$ cat config.mk
export PLATFORM = sky130hd
export DESIGN_NAME = pipe_mem_arbiter_flat
export DESIGN_NICKNAME = d
export VERILOG_FILES = /design/src/rtl/pipe_mem_arbiter_pkg.sv /design/src/rtl/pipe_mem_arbiter_if.sv /design/src/rtl/pipe_mem_arbiter_sat_counter.sv /design/src/rtl/pipe_mem_arbiter.sv /design/src/flat_wrapper.sv
export SDC_FILE = /design/constraint.sdc
export NUM_CORES = 1
export LEC_CHECK = 0
export BUFFER_PORTS_ARGS = -buffer_cell sky130_fd_sc_hd__buf_2
export CAP_MARGIN = 15
export CORE_ASPECT_RATIO = 0.6
export CORE_MARGIN = 2
export CORE_UTILIZATION = 47
export CTS_CLUSTER_DIAMETER = 60
export CTS_CLUSTER_SIZE = 28
export DETAILED_ROUTE_END_ITERATION = 16
export PLACE_DENSITY = 0.92
export SYNTH_ARGS = -nofsm -noshare
export SYNTH_HDL_FRONTEND = slang
export SYNTH_HIERARCHICAL = 1
export SYNTH_SLANG_ARGS = --single-unit
$ cat constraint.sdc
create_clock -name clock -period 2.3 [get_ports clock]
set_input_delay 0.23 -clock clock [delete_from_list [all_inputs] [get_ports clock]]
set_output_delay 0.23 -clock clock [all_outputs]
set_load 0.005 [all_outputs]
$ cat src/rtl/pipe_mem_arbiter_pkg.sv
// Shared definitions for the pipeline memory arbiter: state encoding, default
// bus widths and the performance counter width.
package pipe_pkg;

    typedef enum logic [1:0] {
        IDLE   = 2'd0,
        DATA   = 2'd1,
        IFETCH = 2'd2
    } arb_state_e;

    localparam int ADDR_W_DEF = 32;
    localparam int DATA_W_DEF = 32;
    localparam int PERF_W     = 32;

    // Saturating increment: the all-ones value is sticky.
    function automatic logic [PERF_W-1:0] sat_inc(input logic [PERF_W-1:0] val);
        return (val == {PERF_W{1'b1}}) ? val : (val + {{(PERF_W-1){1'b0}}, 1'b1});
    endfunction

endpackage

$ cat src/rtl/pipe_mem_arbiter_if.sv
// Bus bundle between the pipeline stages, the arbiter and the shared memory.
// The slave modport is the arbiter's view, the master modport the environment's.
interface pipe_mem_arbiter_if #(
    parameter int ADDR_W = 32,
    parameter int DATA_W = 32
);
    logic              if_req;
    logic [ADDR_W-1:0] if_addr;
    logic [DATA_W-1:0] if_rdata;
    logic              d_req;
    logic              d_we;
    logic [ADDR_W-1:0] d_addr;
    logic [DATA_W-1:0] d_wdata;
    logic [DATA_W-1:0] d_rdata;
    logic              mem_req;
    logic              mem_we;
    logic [ADDR_W-1:0] mem_addr;
    logic [DATA_W-1:0] mem_wdata;
    logic [DATA_W-1:0] mem_rdata;
    logic              mem_ready;

    modport slave (
        input  if_req, if_addr, d_req, d_we, d_addr, d_wdata, mem_rdata, mem_ready,
        output if_rdata, d_rdata, mem_req, mem_we, mem_addr, mem_wdata
    );

    modport master (
        output if_req, if_addr, d_req, d_we, d_addr, d_wdata, mem_rdata, mem_ready,
        input  if_rdata, d_rdata, mem_req, mem_we, mem_addr, mem_wdata
    );
endinterface

$ cat src/rtl/pipe_mem_arbiter_sat_counter.sv
// Saturating event counter with enable; holds at all-ones once reached.
module pipe_sat_counter
    import pipe_pkg::*;
(
    input  logic              clock,
    input  logic              reset,
    input  logic              en,
    output logic [PERF_W-1:0] count
);
    logic [PERF_W-1:0] count_r;

    // Count enabled cycles, sticking at the maximum value.
    always_ff @(posedge clock or negedge reset) begin
        if (!reset) begin
            count_r <= {PERF_W{1'b0}};
        end else if (en) begin
            count_r <= sat_inc(count_r);
        end
    end

    assign count = count_r;
endmodule

$ cat src/rtl/pipe_mem_arbiter.sv
// Shares one single-port memory between instruction fetch and load/store and
// raises pipe_stall until every access of the current cycle has completed.
// Optional macro PIPE_ARB_PERF_EN adds stall/grant performance counters.
module pipe_mem_arbiter
    import pipe_pkg::*;
#(
    parameter int ADDR_W = ADDR_W_DEF,
    parameter int DATA_W = DATA_W_DEF
) (
    input  logic              clock,
    input  logic              reset,
    pipe_mem_arbiter_if.slave bus,
`ifdef PIPE_ARB_PERF_EN
    output logic [PERF_W-1:0] perf_stall_cycles,
    output logic [PERF_W-1:0] perf_if_grants,
    output logic [PERF_W-1:0] perf_d_grants,
`endif
    output logic              pipe_stall
);
    arb_state_e        state_r, next_state_s;
    logic              if_done_r, d_done_r;
    logic [DATA_W-1:0] if_rdata_r, d_rdata_r;
    logic              mem_req_r, mem_we_r;
    logic [ADDR_W-1:0] mem_addr_r;
    logic [DATA_W-1:0] mem_wdata_r;
    logic              d_pend_s, if_pend_s, d_cmpl_s, if_cmpl_s, stall_s;
    logic              load_d_s, load_if_s, clr_req_s;

    // Pending work, completions, stall and the arbitration decision.
    always_comb begin
        d_pend_s     = bus.d_req & ~d_done_r;
        if_pend_s    = bus.if_req & ~if_done_r;
        d_cmpl_s     = (state_r == DATA) & bus.mem_ready;
        if_cmpl_s    = (state_r == IFETCH) & bus.mem_ready;
        stall_s      = (d_pend_s & ~d_cmpl_s) | (if_pend_s & ~if_cmpl_s);
        load_d_s     = 1'b0;
        load_if_s    = 1'b0;
        clr_req_s    = 1'b0;
        next_state_s = state_r;
        case (state_r)
            IDLE: begin
                if (d_pend_s) begin
                    load_d_s = 1'b1;
                end else if (if_pend_s) begin
                    load_if_s = 1'b1;
                end else begin
                    clr_req_s = 1'b0;
                end
            end
            DATA: begin
                if (!bus.mem_ready) begin
                    clr_req_s = 1'b0;
                end else if (if_pend_s) begin
                    load_if_s = 1'b1;
                end else begin
                    clr_req_s = 1'b1;
                end
            end
            IFETCH: begin
                if (!bus.mem_ready) begin
                    clr_req_s = 1'b0;
                end else if (d_pend_s) begin
                    load_d_s = 1'b1;
                end else begin
                    clr_req_s = 1'b1;
                end
            end
            default: begin
                clr_req_s = 1'b1;
            end
        endcase
        if (load_d_s) begin
            next_state_s = DATA;
        end else if (load_if_s) begin
            next_state_s = IFETCH;
        end else if (clr_req_s) begin
            next_state_s = IDLE;
        end else begin
            next_state_s = state_r;
        end
    end

    // State register.
    always_ff @(posedge clock or negedge reset) begin
        if (!reset) begin
            state_r <= IDLE;
        end else begin
            state_r <= next_state_s;
        end
    end

    // Registered memory request; fields stay stable while a request is open.
    always_ff @(posedge clock or negedge reset) begin
        if (!reset) begin
            mem_req_r   <= 1'b0;
            mem_we_r    <= 1'b0;
            mem_addr_r  <= {ADDR_W{1'b0}};
            mem_wdata_r <= {DATA_W{1'b0}};
        end else if (load_d_s) begin
            mem_req_r   <= 1'b1;
            mem_we_r    <= bus.d_we;
            mem_addr_r  <= bus.d_addr;
            mem_wdata_r <= bus.d_wdata;
        end else if (load_if_s) begin
            mem_req_r  <= 1'b1;
            mem_we_r   <= 1'b0;
            mem_addr_r <= bus.if_addr;
        end else if (clr_req_s) begin
            mem_req_r <= 1'b0;
            mem_we_r  <= 1'b0;
        end
    end

    // Done flags survive a stall and clear when the pipeline advances.
    always_ff @(posedge clock or negedge reset) begin
        if (!reset) begin
            d_done_r  <= 1'b0;
            if_done_r <= 1'b0;
        end else if (!stall_s) begin
            d_done_r  <= 1'b0;
            if_done_r <= 1'b0;
        end else begin
            if (d_cmpl_s)  d_done_r  <= 1'b1;
            if (if_cmpl_s) if_done_r <= 1'b1;
        end
    end

    // Read data capture, held for the remainder of the stall.
    always_ff @(posedge clock or negedge reset) begin
        if (!reset) begin
            d_rdata_r  <= {DATA_W{1'b0}};
            if_rdata_r <= {DATA_W{1'b0}};
        end else begin
            if (d_cmpl_s && !mem_we_r) d_rdata_r  <= bus.mem_rdata;
            if (if_cmpl_s)             if_rdata_r <= bus.mem_rdata;
        end
    end

    assign bus.mem_req   = mem_req_r;
    assign bus.mem_we    = mem_we_r;
    assign bus.mem_addr  = mem_addr_r;
    assign bus.mem_wdata = mem_wdata_r;
    assign bus.d_rdata   = d_cmpl_s  ? bus.mem_rdata : d_rdata_r;
    assign bus.if_rdata  = if_cmpl_s ? bus.mem_rdata : if_rdata_r;
    assign pipe_stall    = stall_s;

`ifdef PIPE_ARB_PERF_EN
    pipe_sat_counter u_stall_cnt (.clock(clock), .reset(reset), .en(stall_s),   .count(perf_stall_cycles));
    pipe_sat_counter u_if_cnt    (.clock(clock), .reset(reset), .en(if_cmpl_s), .count(perf_if_grants));
    pipe_sat_counter u_d_cnt     (.clock(clock), .reset(reset), .en(d_cmpl_s),  .count(perf_d_grants));
`endif
endmodule

$ cat src/flat_wrapper.sv
// flat-port wrapper written by rule: the top's interface ports become plain ports
module pipe_mem_arbiter_flat import pipe_pkg::*;
#(
    parameter int ADDR_W = ADDR_W_DEF,
    parameter int DATA_W = DATA_W_DEF
)
  (clock, reset, pipe_stall, bus_if_req, bus_if_addr, bus_d_req, bus_d_we, bus_d_addr, bus_d_wdata, bus_mem_rdata, bus_mem_ready, bus_if_rdata, bus_d_rdata, bus_mem_req, bus_mem_we, bus_mem_addr, bus_mem_wdata);
  pipe_mem_arbiter_if #(.ADDR_W(ADDR_W), .DATA_W(DATA_W)) bus_i ();
  input  logic clock;
  input  logic reset;
  output logic pipe_stall;
  input wire logic [$bits(bus_i.if_req)-1:0] bus_if_req;
  input wire logic [$bits(bus_i.if_addr)-1:0] bus_if_addr;
  input wire logic [$bits(bus_i.d_req)-1:0] bus_d_req;
  input wire logic [$bits(bus_i.d_we)-1:0] bus_d_we;
  input wire logic [$bits(bus_i.d_addr)-1:0] bus_d_addr;
  input wire logic [$bits(bus_i.d_wdata)-1:0] bus_d_wdata;
  input wire logic [$bits(bus_i.mem_rdata)-1:0] bus_mem_rdata;
  input wire logic [$bits(bus_i.mem_ready)-1:0] bus_mem_ready;
  output wire logic [$bits(bus_i.if_rdata)-1:0] bus_if_rdata;
  output wire logic [$bits(bus_i.d_rdata)-1:0] bus_d_rdata;
  output wire logic [$bits(bus_i.mem_req)-1:0] bus_mem_req;
  output wire logic [$bits(bus_i.mem_we)-1:0] bus_mem_we;
  output wire logic [$bits(bus_i.mem_addr)-1:0] bus_mem_addr;
  output wire logic [$bits(bus_i.mem_wdata)-1:0] bus_mem_wdata;
  assign bus_i.if_req = bus_if_req;
  assign bus_i.if_addr = bus_if_addr;
  assign bus_i.d_req = bus_d_req;
  assign bus_i.d_we = bus_d_we;
  assign bus_i.d_addr = bus_d_addr;
  assign bus_i.d_wdata = bus_d_wdata;
  assign bus_i.mem_rdata = bus_mem_rdata;
  assign bus_i.mem_ready = bus_mem_ready;
  assign bus_if_rdata = bus_i.if_rdata;
  assign bus_d_rdata = bus_i.d_rdata;
  assign bus_mem_req = bus_i.mem_req;
  assign bus_mem_we = bus_i.mem_we;
  assign bus_mem_addr = bus_i.mem_addr;
  assign bus_mem_wdata = bus_i.mem_wdata;
  pipe_mem_arbiter #(.ADDR_W(ADDR_W), .DATA_W(DATA_W)) u_core (.clock(clock), .reset(reset), .bus(bus_i), .pipe_stall(pipe_stall));
endmodule
# [After elaboration in Yosys (flattened, before gate mapping)]
# Cells that the tools add are included.
[op_classes] n_eq_ne=4 muxes=28 bitwise_logic=11 n_reduce_logical=5
[ops] op="$mux 32" n=4
[ops] op="$mux 1" n=18
[ops] op="$and 1x1->1" n=6
[ops] op="$mux 2" n=3
[ops] op="$ne 2x1->1 const B" n=2
[ops] op="$not 1->1" n=4
[ops] op="$pmux 1 s2" n=2
[ops] op="$pmux 1 s3" n=1
[ops] op="$reduce_bool 3->1" n=1
[ops] op="$eq 2x1->1 const B" n=1
[ops] op="$eq 2x2->1 const B" n=1
[ops] op="$logic_not 2->1" n=1
[ops] op="$reduce_bool 2->1" n=1
[ops] op="$logic_and 1x1->1" n=1
[ops] op="$logic_not 1->1" n=1
[ops] op="$or 1x1->1" n=1
[word_totals] regBits=134 output_inout_bits=131

# [Logic depth before layout (Yosys ltp)]
[depth] depth_word=8 mapped_depth=10 depth_no_buf=6

# [Worst setup path before layout]
# No wires, ideal clock.
[synth_path] path_type="reg2reg" from="register u_core.state_r[0]" to="register u_core.mem_req_r, in the netlist u_core/bus.mem_req" setup_time_ns=0.126 arrival_ns=1.559 required_time_ns=2.174 slack_ns=0.615 path_stages_with_launch=9 path_buffers=3 cell_sequence="dfrtp_1 inv_1 ha_1 and2_1 buf_6 o21a_1 buf_6 buf_6 a221o_1"
[synth_via] elab_chain_len=4 word_cells_on_any_way=9
[synth_rtl] element="from (decl)" line="pipe_mem_arbiter.sv:20" text="arb_state_e state_r, next_state_s;"
[synth_rtl] element="from (signal assigned)" line="pipe_mem_arbiter.sv:88" text="state_r <= next_state_s;"
[synth_rtl] element="$eq 2x1->1 or $logic_not 2->1 (tied branches)" line="pipe_mem_arbiter.sv:40" text="case (state_r)"
[synth_rtl] element="$pmux 1 s2" line="pipe_mem_arbiter.sv:40"
[synth_rtl] element="$mux 1" line="pipe_mem_arbiter.sv:104" text="end else if (load_if_s) begin"
[synth_rtl] element="$mux 1" line="pipe_mem_arbiter.sv:99" text="end else if (load_d_s) begin"
[synth_rtl] element="to (signal assigned)" line="pipe_mem_arbiter.sv:100" text="mem_req_r <= 1'b1;"
[synth_rtl] element="to (signal assigned)" line="pipe_mem_arbiter.sv:105" text="mem_req_r <= 1'b1;"
[synth_rtl] element="to (signal assigned)" line="pipe_mem_arbiter.sv:109" text="mem_req_r <= 1'b0;"
[synth_rtl] element="to (decl)" line="pipe_mem_arbiter.sv:23" text="logic mem_req_r, mem_we_r;"
# Several ways; a longest one is shown, not always the timed one.
# A chain may end at the register's enable or synchronous reset.

# [Worst setup path in the final report]
[layout_path] from="register u_core.state_r[0]" to="output bus_if_rdata[20]"
[layout_via] elab_chain_len=3
[layout_rtl] element="$eq 2x2->1" line="pipe_mem_arbiter.sv:34" text="if_cmpl_s = (state_r == IFETCH) & bus.mem_ready;"
[layout_rtl] element="$and 1x1->1" line="pipe_mem_arbiter.sv:34"
[layout_rtl] element="$mux 32"
[layout_rtl] element="to (decl)" line="flat_wrapper.sv:20" text="output wire logic [$bits(bus_i.if_rdata)-1:0] bus_if_rdata;"
# Every way passes these cells.

==> qor.txt <==
Die Y - 90.9 µm
number of global-route vias before repair - 5299
CP delay by family, top - buffers and inverters
share of layout cells above drive strength 1 - 0.439
Fin. Hold Viols - 0
Final GP Congestion - 0.811
nets - 987
async set-reset flop share out of synthesis - 1.00
Post-synth EDFFs - 0
Core Area - 12200 µm²
CP Capture Type - output pin
reg-to-reg setup timing slack - 0.39 ns
area occupied by multi-input gates - 2320 µm²
Worst path slowest cell - dfrtp_1
CP required - 2.07 ns
Final Cycle Share - 0.953
Slew @ Worst Pin - 0.414 ns
Total GRT Usage - 0.245
Worst Skew - 0.0145 ns
worst-path maximum fanout - 32
post-synthesis net count - 733
CTS root buf - clkbuf_16
Levels on crit path - 7
num rows - 31
Non-Filler Instances - 1027
commonest non-fill, non-tap cell in the layout - buf_2
drt pass-1 iters - 5
total CTS buffers - 17
Top FF cell, synth - dfrtp_1
Warnings, synthesis - 6
Initial Util - 0.486
drt wl/cell - 16.1 µm
Final min period - 2.19 ns
Pins Over Slew Limit - 0
Distinct cells, synth - 31
port buffer count - 264
hold path cells - 3
initial antenna violation count - 0
fill count - 955
clk sinks - 134
ANT nets after route - 0
worst skew pair latency - 0.40 ns
Reg clk slew, reported paths - 0.06 ns
sequential area share after synthesis - 0.567
PD cells - 1430 nW/µm²
commonest cells after routing, fill and taps aside - 263 x buf_2, 195 x nand2_1, 134 x dfrtp_1
max frequency - 456 MHz
worst vdd ir - 0.732 mV
Worst path max stage delay - 0.41 ns
maximum clock path buffer count - 2
top cells by area, synth - dfrtp_1 57%, nand2_1 12%, mux2_2 12%, a31oi_1 3.5%, a21oi_1 2.8%
I/O pin cnt - 265
die area - 13500 µm²
DPL Wire Length - 11700 µm
Final setup viols - 0
CP arrival - 1.96 ns
top-area cell type share of the netlist area - 0.567
postcts setup bufs - 0
Via density - 5.15
CP Buf/Inv Count - 3
H-tree Lvls - 4
Yosys reg bits - 134
class of the worst hold path - in -> reg
clock tree from TritonCTS - built
leakage power - 4.20 nW
via count - 5292
Avg Inst Size Synth - 9.94 µm²
Rel. slew slack - 0.723
class of the most critical setup path - reg -> out
Die Width - 149 µm
r2r worst-path depth - 7
startpoint types - flop
Register Area - 3350 µm²
largest net degree at the start of global routing - 66
Max-Cap Viols - 0
first-pass GRT wire length - 26000 µm
CP dominant cell by count - nand2_1
Mapped Area - 5910 µm²
Core Util, Final - 0.658
Post-route DRC - 0
grt ovf - 0
Area growth syn-to-layout - 35.4%
Detailed Route WL - 16500 µm
Iter 0 DRT Violations - 256
crit path cell chain - inv_1 > ha_1 > and2_2 > buf_12 > nand2_1 > nand2_1 > buf_2
Post-Syn Instances - 595
antenna fix cells - 0
final hold slack - 0.0163 ns
# placed instances - 994
status - finished clean
Yosys top cell by area - dfrtp_1
[cells by family after synthesis]
family	synth area share
simple gates	0.157
mux	0.124
fa+ha+maj	0.00846
flops	0.567
buf+inv	0.0425
compound gates	0.101
[what timing repair did]
item / CTS / global route
endpoints found under the setup margin: 0 / 32
endpoints found under the hold margin: 32 / 0
hold buffers: 1 / 0
gates resized for setup: 0 / 1
[cell usage after synthesis (2+ instances only)]
library cell / n
buf_4: 4
nor2b_1: 2
nand2_1: 195
o21ai_0: 26
a31oi_1: 33
a21oi_1: 33
buf_2: 18
inv_1: 2
mux2_2: 63
clkbuf_1: 14
nand2b_1: 3
o21ai_1: 6
buf_6: 6
nor2_1: 36
nor3_1: 2
ha_1: 4
dfrtp_1: 134
[area by class of cell]
| class | instances | share of cell area |
|---|---|---|
| Tap cell | 165 | 0.0258 |
| Timing Repair Buffer | 278 | 0.190 |
| Clock inverter | 14 | 0.0206 |
| Multi-Input combinational cell | 416 | 0.290 |
| Inverter | 2 | 0.000937 |
| Sequential cell | 134 | 0.419 |
| Clock buffer | 18 | 0.0536 |
[stage by stage]
| step | area, µm² | setup TNS (ns) | worst slack, ns | total power, mW |
|---|---|---|---|---|
| 6_report | 8010 | 0 | 0.108 | 11.5 |
| 5_1_grt | 8010 | -0.00567 | -0.00295 | 12.2 |
| 4_1_cts | 8010 | 0 | 0.0144 | 11.5 |
| 3_5_place_dp | 7400 | 0 | 0.330 | 8.77 |
| 3_3_place_gp | 7400 | 0 | 0.481 | 8.52 |
| 2_1_floorplan | 5910 | 0 | 0.615 | 6.70 |
[flip-flops by register name, indices dropped and copies added, names as in the netlist]
signal / flops
u_core/bus.mem_addr: 32
u_core/bus.mem_wdata: 32
u_core/bus.mem_we: 1
u_core/if_rdata_r: 32
u_core/state_r: 2
u_core/bus.mem_req: 1
u_core/if_done_r: 1
u_core/d_rdata_r: 32
u_core/d_done_r: 1
[per-layer routing]
metal / GRT usage / up-vias / share of wire
met1: 0.309 / 2539 / 0.42
met3: 0.0662 / 22 / 0.079
met4: 0.0802 / 0 / 0.018
li1: - / 2495 / -
met2: 0.413 / 236 / 0.49
met5: 0 / - / 0
[tightest hold or removal path: cells and delay by family]
kind / cells / cell delay [ns]
AND/OR/NAND/NOR: 2 / 0.09
buffers and inverters: 1 / 0.07
[final timing paths]
kind / startpoint / to
setup / recovery: u_core/state_r[0] / bus_if_rdata[20]
hold / removal: bus_d_wdata[2] / u_core/bus.mem_wdata[2]
setup reg to reg: u_core/state_r[0] / u_core/bus.mem_wdata[9]
hold reg to reg: u_core/if_rdata_r[12] / u_core/if_rdata_r[12]
max in group asynchronous: reset / u_core/d_rdata_r[23]
min in group asynchronous: reset / u_core/d_rdata_r[16]
[power by group]
group	switching, mW	internal, mW	leakage (nW)
registers	0.500	3.51	1.62
logic	2.51	2.23	2.29
clock network	1.07	1.63	0.284
total	4.08	7.37	4.20
Power figures use the tool's default switching activity.
